==> config.mk <==
export PLATFORM = sky130hd
export DESIGN_NAME = conv_encoder
export DESIGN_NICKNAME = d
export VERILOG_FILES = /design/src/rtl/viterbi_pkg.sv /design/src/rtl/conv_branch.sv /design/src/rtl/conv_encoder.sv
export SDC_FILE = /design/constraint.sdc
export NUM_CORES = 1
export LEC_CHECK = 0
export ABC_AREA = 1
export BUFFER_PORTS_ARGS = -buffer_cell sky130_fd_sc_hd__buf_2
export CAP_MARGIN = 20
export CELL_PAD_IN_SITES_DETAIL_PLACEMENT = 1
export CELL_PAD_IN_SITES_GLOBAL_PLACEMENT = 1
export CORE_MARGIN = 3
export CORE_UTILIZATION = 40
export DETAILED_ROUTE_END_ITERATION = 16
export MAX_ROUTING_LAYER = met4
export PLACE_DENSITY_LB_ADDON = 0.1
export SETUP_SLACK_MARGIN = 0.4
export SYNTH_ARGS = -nofsm -noshare
export SYNTH_HDL_FRONTEND = slang
export SYNTH_SLANG_ARGS = --single-unit
==> constraint.sdc <==
create_clock -name clk -period 3.8 [get_ports clk]
set_input_delay 0.38 -clock clk [delete_from_list [all_inputs] [get_ports clk]]
set_output_delay 0.38 -clock clk [all_outputs]
set_load 0.03 [all_outputs]
==> src/rtl/viterbi_pkg.sv <==
// viterbi_pkg: trellis constants and types shared by the (7,5) convolutional encoder and Viterbi decoder.
package viterbi_pkg;
   localparam int K = 3;
   localparam int NUM_STATES = 4;
   localparam logic [2:0] G_HI = 3'b111;
   localparam logic [2:0] G_LO = 3'b101;
   typedef logic [1:0] state_t;
   typedef logic [1:0] code_t;
   typedef enum logic [1:0] {DATA, TAIL1, TAIL2} enc_state_e;
endpackage

==> src/rtl/conv_branch.sv <==
// conv_branch: one trellis branch, ({s1,s0}, u) -> codeword and next state {u,s1}.
module conv_branch
   import viterbi_pkg::*;
(
   input  state_t state,
   input  logic   u,
   output code_t  code,
   output state_t next_state
);
   logic [2:0] reg_bits;
   assign reg_bits = {u, state};
   assign code = {^(reg_bits & G_HI), ^(reg_bits & G_LO)};
   assign next_state = {u, state[1]};
endmodule

==> src/rtl/conv_encoder.sv <==
// conv_encoder: rate-1/2 K=3 (7,5) encoder with a one-deep output slot.
// Define CONV_ENCODER_TAIL_EN to append two zero tail bits per frame.
module conv_encoder
   import viterbi_pkg::*;
#(
   parameter int FRAME_CNT_W = 16
) (
   input  logic                   clk,
   input  logic                   rst,
   input  logic                   in_valid,
   output logic                   in_ready,
   input  logic                   in_bit,
   input  logic                   in_last,
   output logic                   out_valid,
   input  logic                   out_ready,
   output code_t                  out_code,
   output logic                   out_last,
   output state_t                 state_out,
   output logic [FRAME_CNT_W-1:0] frame_cnt
);
   enc_state_e fsm, fsm_nxt;
   logic slot_free, load, last, u;
   code_t code;
   state_t next_state;

   assign slot_free = !out_valid || out_ready;

   conv_branch branch (.state(state_out), .u(u), .code(code), .next_state(next_state));

   always_comb begin
      fsm_nxt = fsm;
      u = 1'b0;
      load = 1'b0;
      last = 1'b0;
      in_ready = 1'b0;
      case (fsm)
         DATA: begin
            in_ready = slot_free;
            load = in_valid && slot_free;
            u = in_bit;
`ifdef CONV_ENCODER_TAIL_EN
            if (load && in_last) fsm_nxt = TAIL1;
`else
            last = in_last;
`endif
         end
`ifdef CONV_ENCODER_TAIL_EN
         TAIL1: begin
            load = slot_free;
            if (load) fsm_nxt = TAIL2;
         end
         TAIL2: begin
            load = slot_free;
            last = 1'b1;
            if (load) fsm_nxt = DATA;
         end
`endif
         default: fsm_nxt = DATA;
      endcase
   end

   always_ff @(posedge clk or posedge rst) begin
      if (rst) begin
         fsm <= DATA;
         state_out <= '0;
         out_code <= '0;
         out_last <= 1'b0;
         out_valid <= 1'b0;
         frame_cnt <= '0;
      end else begin
         fsm <= fsm_nxt;
         if (load) begin
            state_out <= next_state;
            out_code <= code;
            out_last <= last;
            out_valid <= 1'b1;
            if (last) frame_cnt <= frame_cnt + 1'b1;
         end else if (out_ready) begin
            out_valid <= 1'b0;
         end
      end
   end
endmodule

==> results.env <==
YOSYS_REGISTER_BITS=22
LAYOUT-DRIVE-GT1-SHARE=0.267
DIE_AREA_MM2=0.00343
CELLPOWERDENSITY_mW_PER_MM2=502
CTS_HOLD_BUFFERS=0
PIN_COUNT=29
AVGVIACOUNTPERCELL=4.98
FINALWEIGHTEDCONGESTION=0.799
POWER.SHARE.CLOCK=0.170
TIGHTESTPINTRANSITION_PS=843
CTS_SETUP_BUFFERS=0
POST_SYNTH_INSTANCE_AREA_MM2=0.00110
CTS_MAX_LEVEL=1
SETUP-TNS-FINAL_PS=0
ROOT_BUFFER='clkbuf_4'
MAXIMUM_RESISTIVE_DROP_ON_VDD_V=0.000361
STATUS='finished clean'
GR-TOTAL-OVERFLOW=0
TOTAL_GLOBAL_ROUTE_TRACK_USAGE=0.194
DRC_ERRORS=0
CRITICALPATHCATEGORY='register to primary output'
MIN_PERIOD_PS=1420
NETLIST.AREA_LEADER.SHARE=0.499
YS_SEQ_AREA_FRAC=0.499
SYNTH_ENABLE_FLOP_CELLS=0
MIN-DELAY-PATH-CLASS='input port to asynchronous set/reset pin'
TIMING.FINAL.SETUP_VIOLATIONS=0
PWR-SHARE-SEQ=0.486
TRITONROUTE_PASS_1_ITERS=2
FINAL_HOLD_VIOL_COUNT=0
FINALCLOCKSKEW_PS=14.3
ASYNCSETRESETFLOPFRACSYNTH=1.00
SYNTH.MOST_COMMON_CELL='nand2_1'
CHIPHEIGHT_UM=58.5
CP-END-KIND='primary output'
SYNTH.LIB_CELLS_USED.DISTINCT=20
CLOCKBUFFERDEPTH=2
SYNTHESIS.INSTANCES=130
CRITICAL_PATH.STARTPOINT_TYPE='register'
PLACEMENTROWS=18
CORE_AREA_MM2=0.00254
CLK-INSERTION-DELAY-LATE_PS=320
YOSYS_WARNINGS=0
PLACE_HPWL_UM=2040
CRITICAL_PATH.MAX_FANOUT=4
FIN_CRIT_SH=0.372
DETAIL-ROUTE-ANTENNA-NETS=0
CLK_PIN_SLEW_WORST_PATHS_PS=130
POST_SYNTH_MAIN_AREA_CONTRIBUTORS='dfrtp_1 50%, nand2_1 14%, inv_1 6.1%'
GRT_SETUP_UNREPAIRED='false'
R2R_SETUP_SLACK_PS=2410
FIRST_GLOBAL_VIAS=1051
SYNTH.TOP_CELLS.BY_COUNT='40 x nand2_1, 22 x dfrtp_1, 18 x inv_1, 9 x nor2_1'
AREA_GROWTH_SYN_TO_LAYOUT_PCT=18.1
WORST_EP_REQUIRED_TIME_PS=3420
CTS_INSERTED_BUFFERS=3
SLEW_VIOLATIONS=0
NUMPORTBUFFERS=28
ROUTED_WIRE_LENGTH_PER_INSTANCE_UM=13.7
NET-SWITCHING-POWER_mW=0.274
ITERATION_0_DRC_COUNT_OF_THE_DETAILED_ROUTER=23
COMB_POWER_SHARE=0.345
YS.FLOP_TYPE='dfrtp_1'
WIRELENGTH_UM=2620
FMAXACHIEVABLE_GHz=0.706
POWER.SWITCHING_FRACTION=0.419
GLOBAL_ROUTE_WIRE_LENGTH_BEFORE_REPAIR_UM=4890
FINISH.NET_COUNT=170
SYNTH.AVG_CELL_AREA_UM2=8.49
N_ANTENNA_CELL=0
FINAL_CRITICAL_PATH_SETUP_SLACK_PS=2380
SYNTH.NET_COUNT=137
INTERNAL-POWER_mW=0.380
YOSYSTOPAREACELL='dfrtp_1'
LEAKAGE_nW=0.714
PLACE_WS_PS=2400
DIE-WIDTH_UM=58.5
GRT_MAX_DEGREE=23
POST_CTS_GATE_RESIZE_COUNT=0
GRT_ANTENNA_BEFORE_REPAIR=0
DRV_CAP=0
FIN_WORST_HOLD_SLACK_PS=209
TRITONCTS='built'
START_UTIL=0.434
TOTAL_NUMBER_OF_VIAS=951
CRITPATHARRIVALTIME_PS=1040
CTS_NUM_SINKS=22
SLEW_HEADROOM=0.437
[routing by layer]
layer,vias to the layer above,track usage,routed length [um]
met5,-,-,0
met4,0,0.0695,48
met3,5,0.0263,68
met2,16,0.337,1380
met1,471,0.228,1120
li1,459,-,-
[power by group through the flow]
| stage | clock network [mW] | registers, mW | logic [mW] |
|---|---|---|---|
| 3_5_place_dp | 0 | 0.323 | 0.228 |
| 3_3_place_gp | 0 | 0.319 | 0.222 |
| 5_1_grt | 0.125 | 0.327 | 0.250 |
| 6_report | 0.111 | 0.318 | 0.225 |
| 4_1_cts | 0.114 | 0.319 | 0.229 |
| 2_1_floorplan | 0 | 0.399 | 0.0796 |
[critical path, cell delays in order (launching register included)]
cell and delay (ps):
dfrtp_1 430, nand2_4 110, buf_2 200
[per-stage QoR]
stage / power (mW) / cells / utilization / instance area (um2)
2_1_floorplan: 0.478 / 130 / - / 1100
3_3_place_gp: 0.541 / 188 / 0.503 / 1280
3_5_place_dp: 0.552 / 188 / 0.503 / 1280
4_1_cts: 0.662 / 191 / 0.512 / 1300
5_1_grt: 0.702 / 191 / 0.512 / 1300
6_report: 0.654 / 191 / 0.512 / 1300
[final timing paths]
kind                            depth (start not counted)                        end                      from
worst max-delay path                                    2                   in_ready     out_valid$_DFFE_PP0P_
worst min-delay path                                    2   state_out[1]$_DFFE_PP0P_                       rst
worst max register to register                          9  frame_cnt[10]$_DFFE_PP0P_  frame_cnt[0]$_DFFE_PP0P_
worst min register to register                          1    out_code[0]$_DFFE_PP0P_   out_code[0]$_DFFE_PP0P_
max in group asynchronous                               2   frame_cnt[1]$_DFFE_PP0P_                       rst
min in group clk                                        3   state_out[1]$_DFFE_PP0P_                    in_bit
[registers in the layout (all words and copies together), names as in the netlist]
signal	cells
state_out	2
out_last	1
frame_cnt	16
out_valid	1
out_code	2
[final cells by class]
| cell class | instances | area (um2) |
|---|---|---|
| fillers | 328 | 1240 |
| flip-flops and latches | 22 | 551 |
| multi-input cells | 88 | 478 |
| repair buffers | 28 | 140 |
| inverters | 20 | 75.1 |
| well taps | 30 | 37.5 |
| clock buffers | 3 | 22.5 |
[cells in the final DEF (no fill, tap or decap), drive strengths merged]
cell,n
inv,19
nor2,13
xor2,6
buf,28
nand4,4
o21ai,2
clkbuf,3
ha,1
xnor2,4
o21a,2
nand3,8
nand2,45
nor3,3
clkinv,1
dfrtp,22
[cell families after synthesis]
logic type | count (synthesis) | synth area share
AOI/OAI and AO/OA | 4 | 0.0227
xor gates and xnor gates | 10 | 0.0794
adders and majority gates | 1 | 0.0113
buffers and inverters | 20 | 0.0680
DFF | 22 | 0.499
and+or+nand+nor | 73 | 0.320
Power figures use the tool's default switching activity.
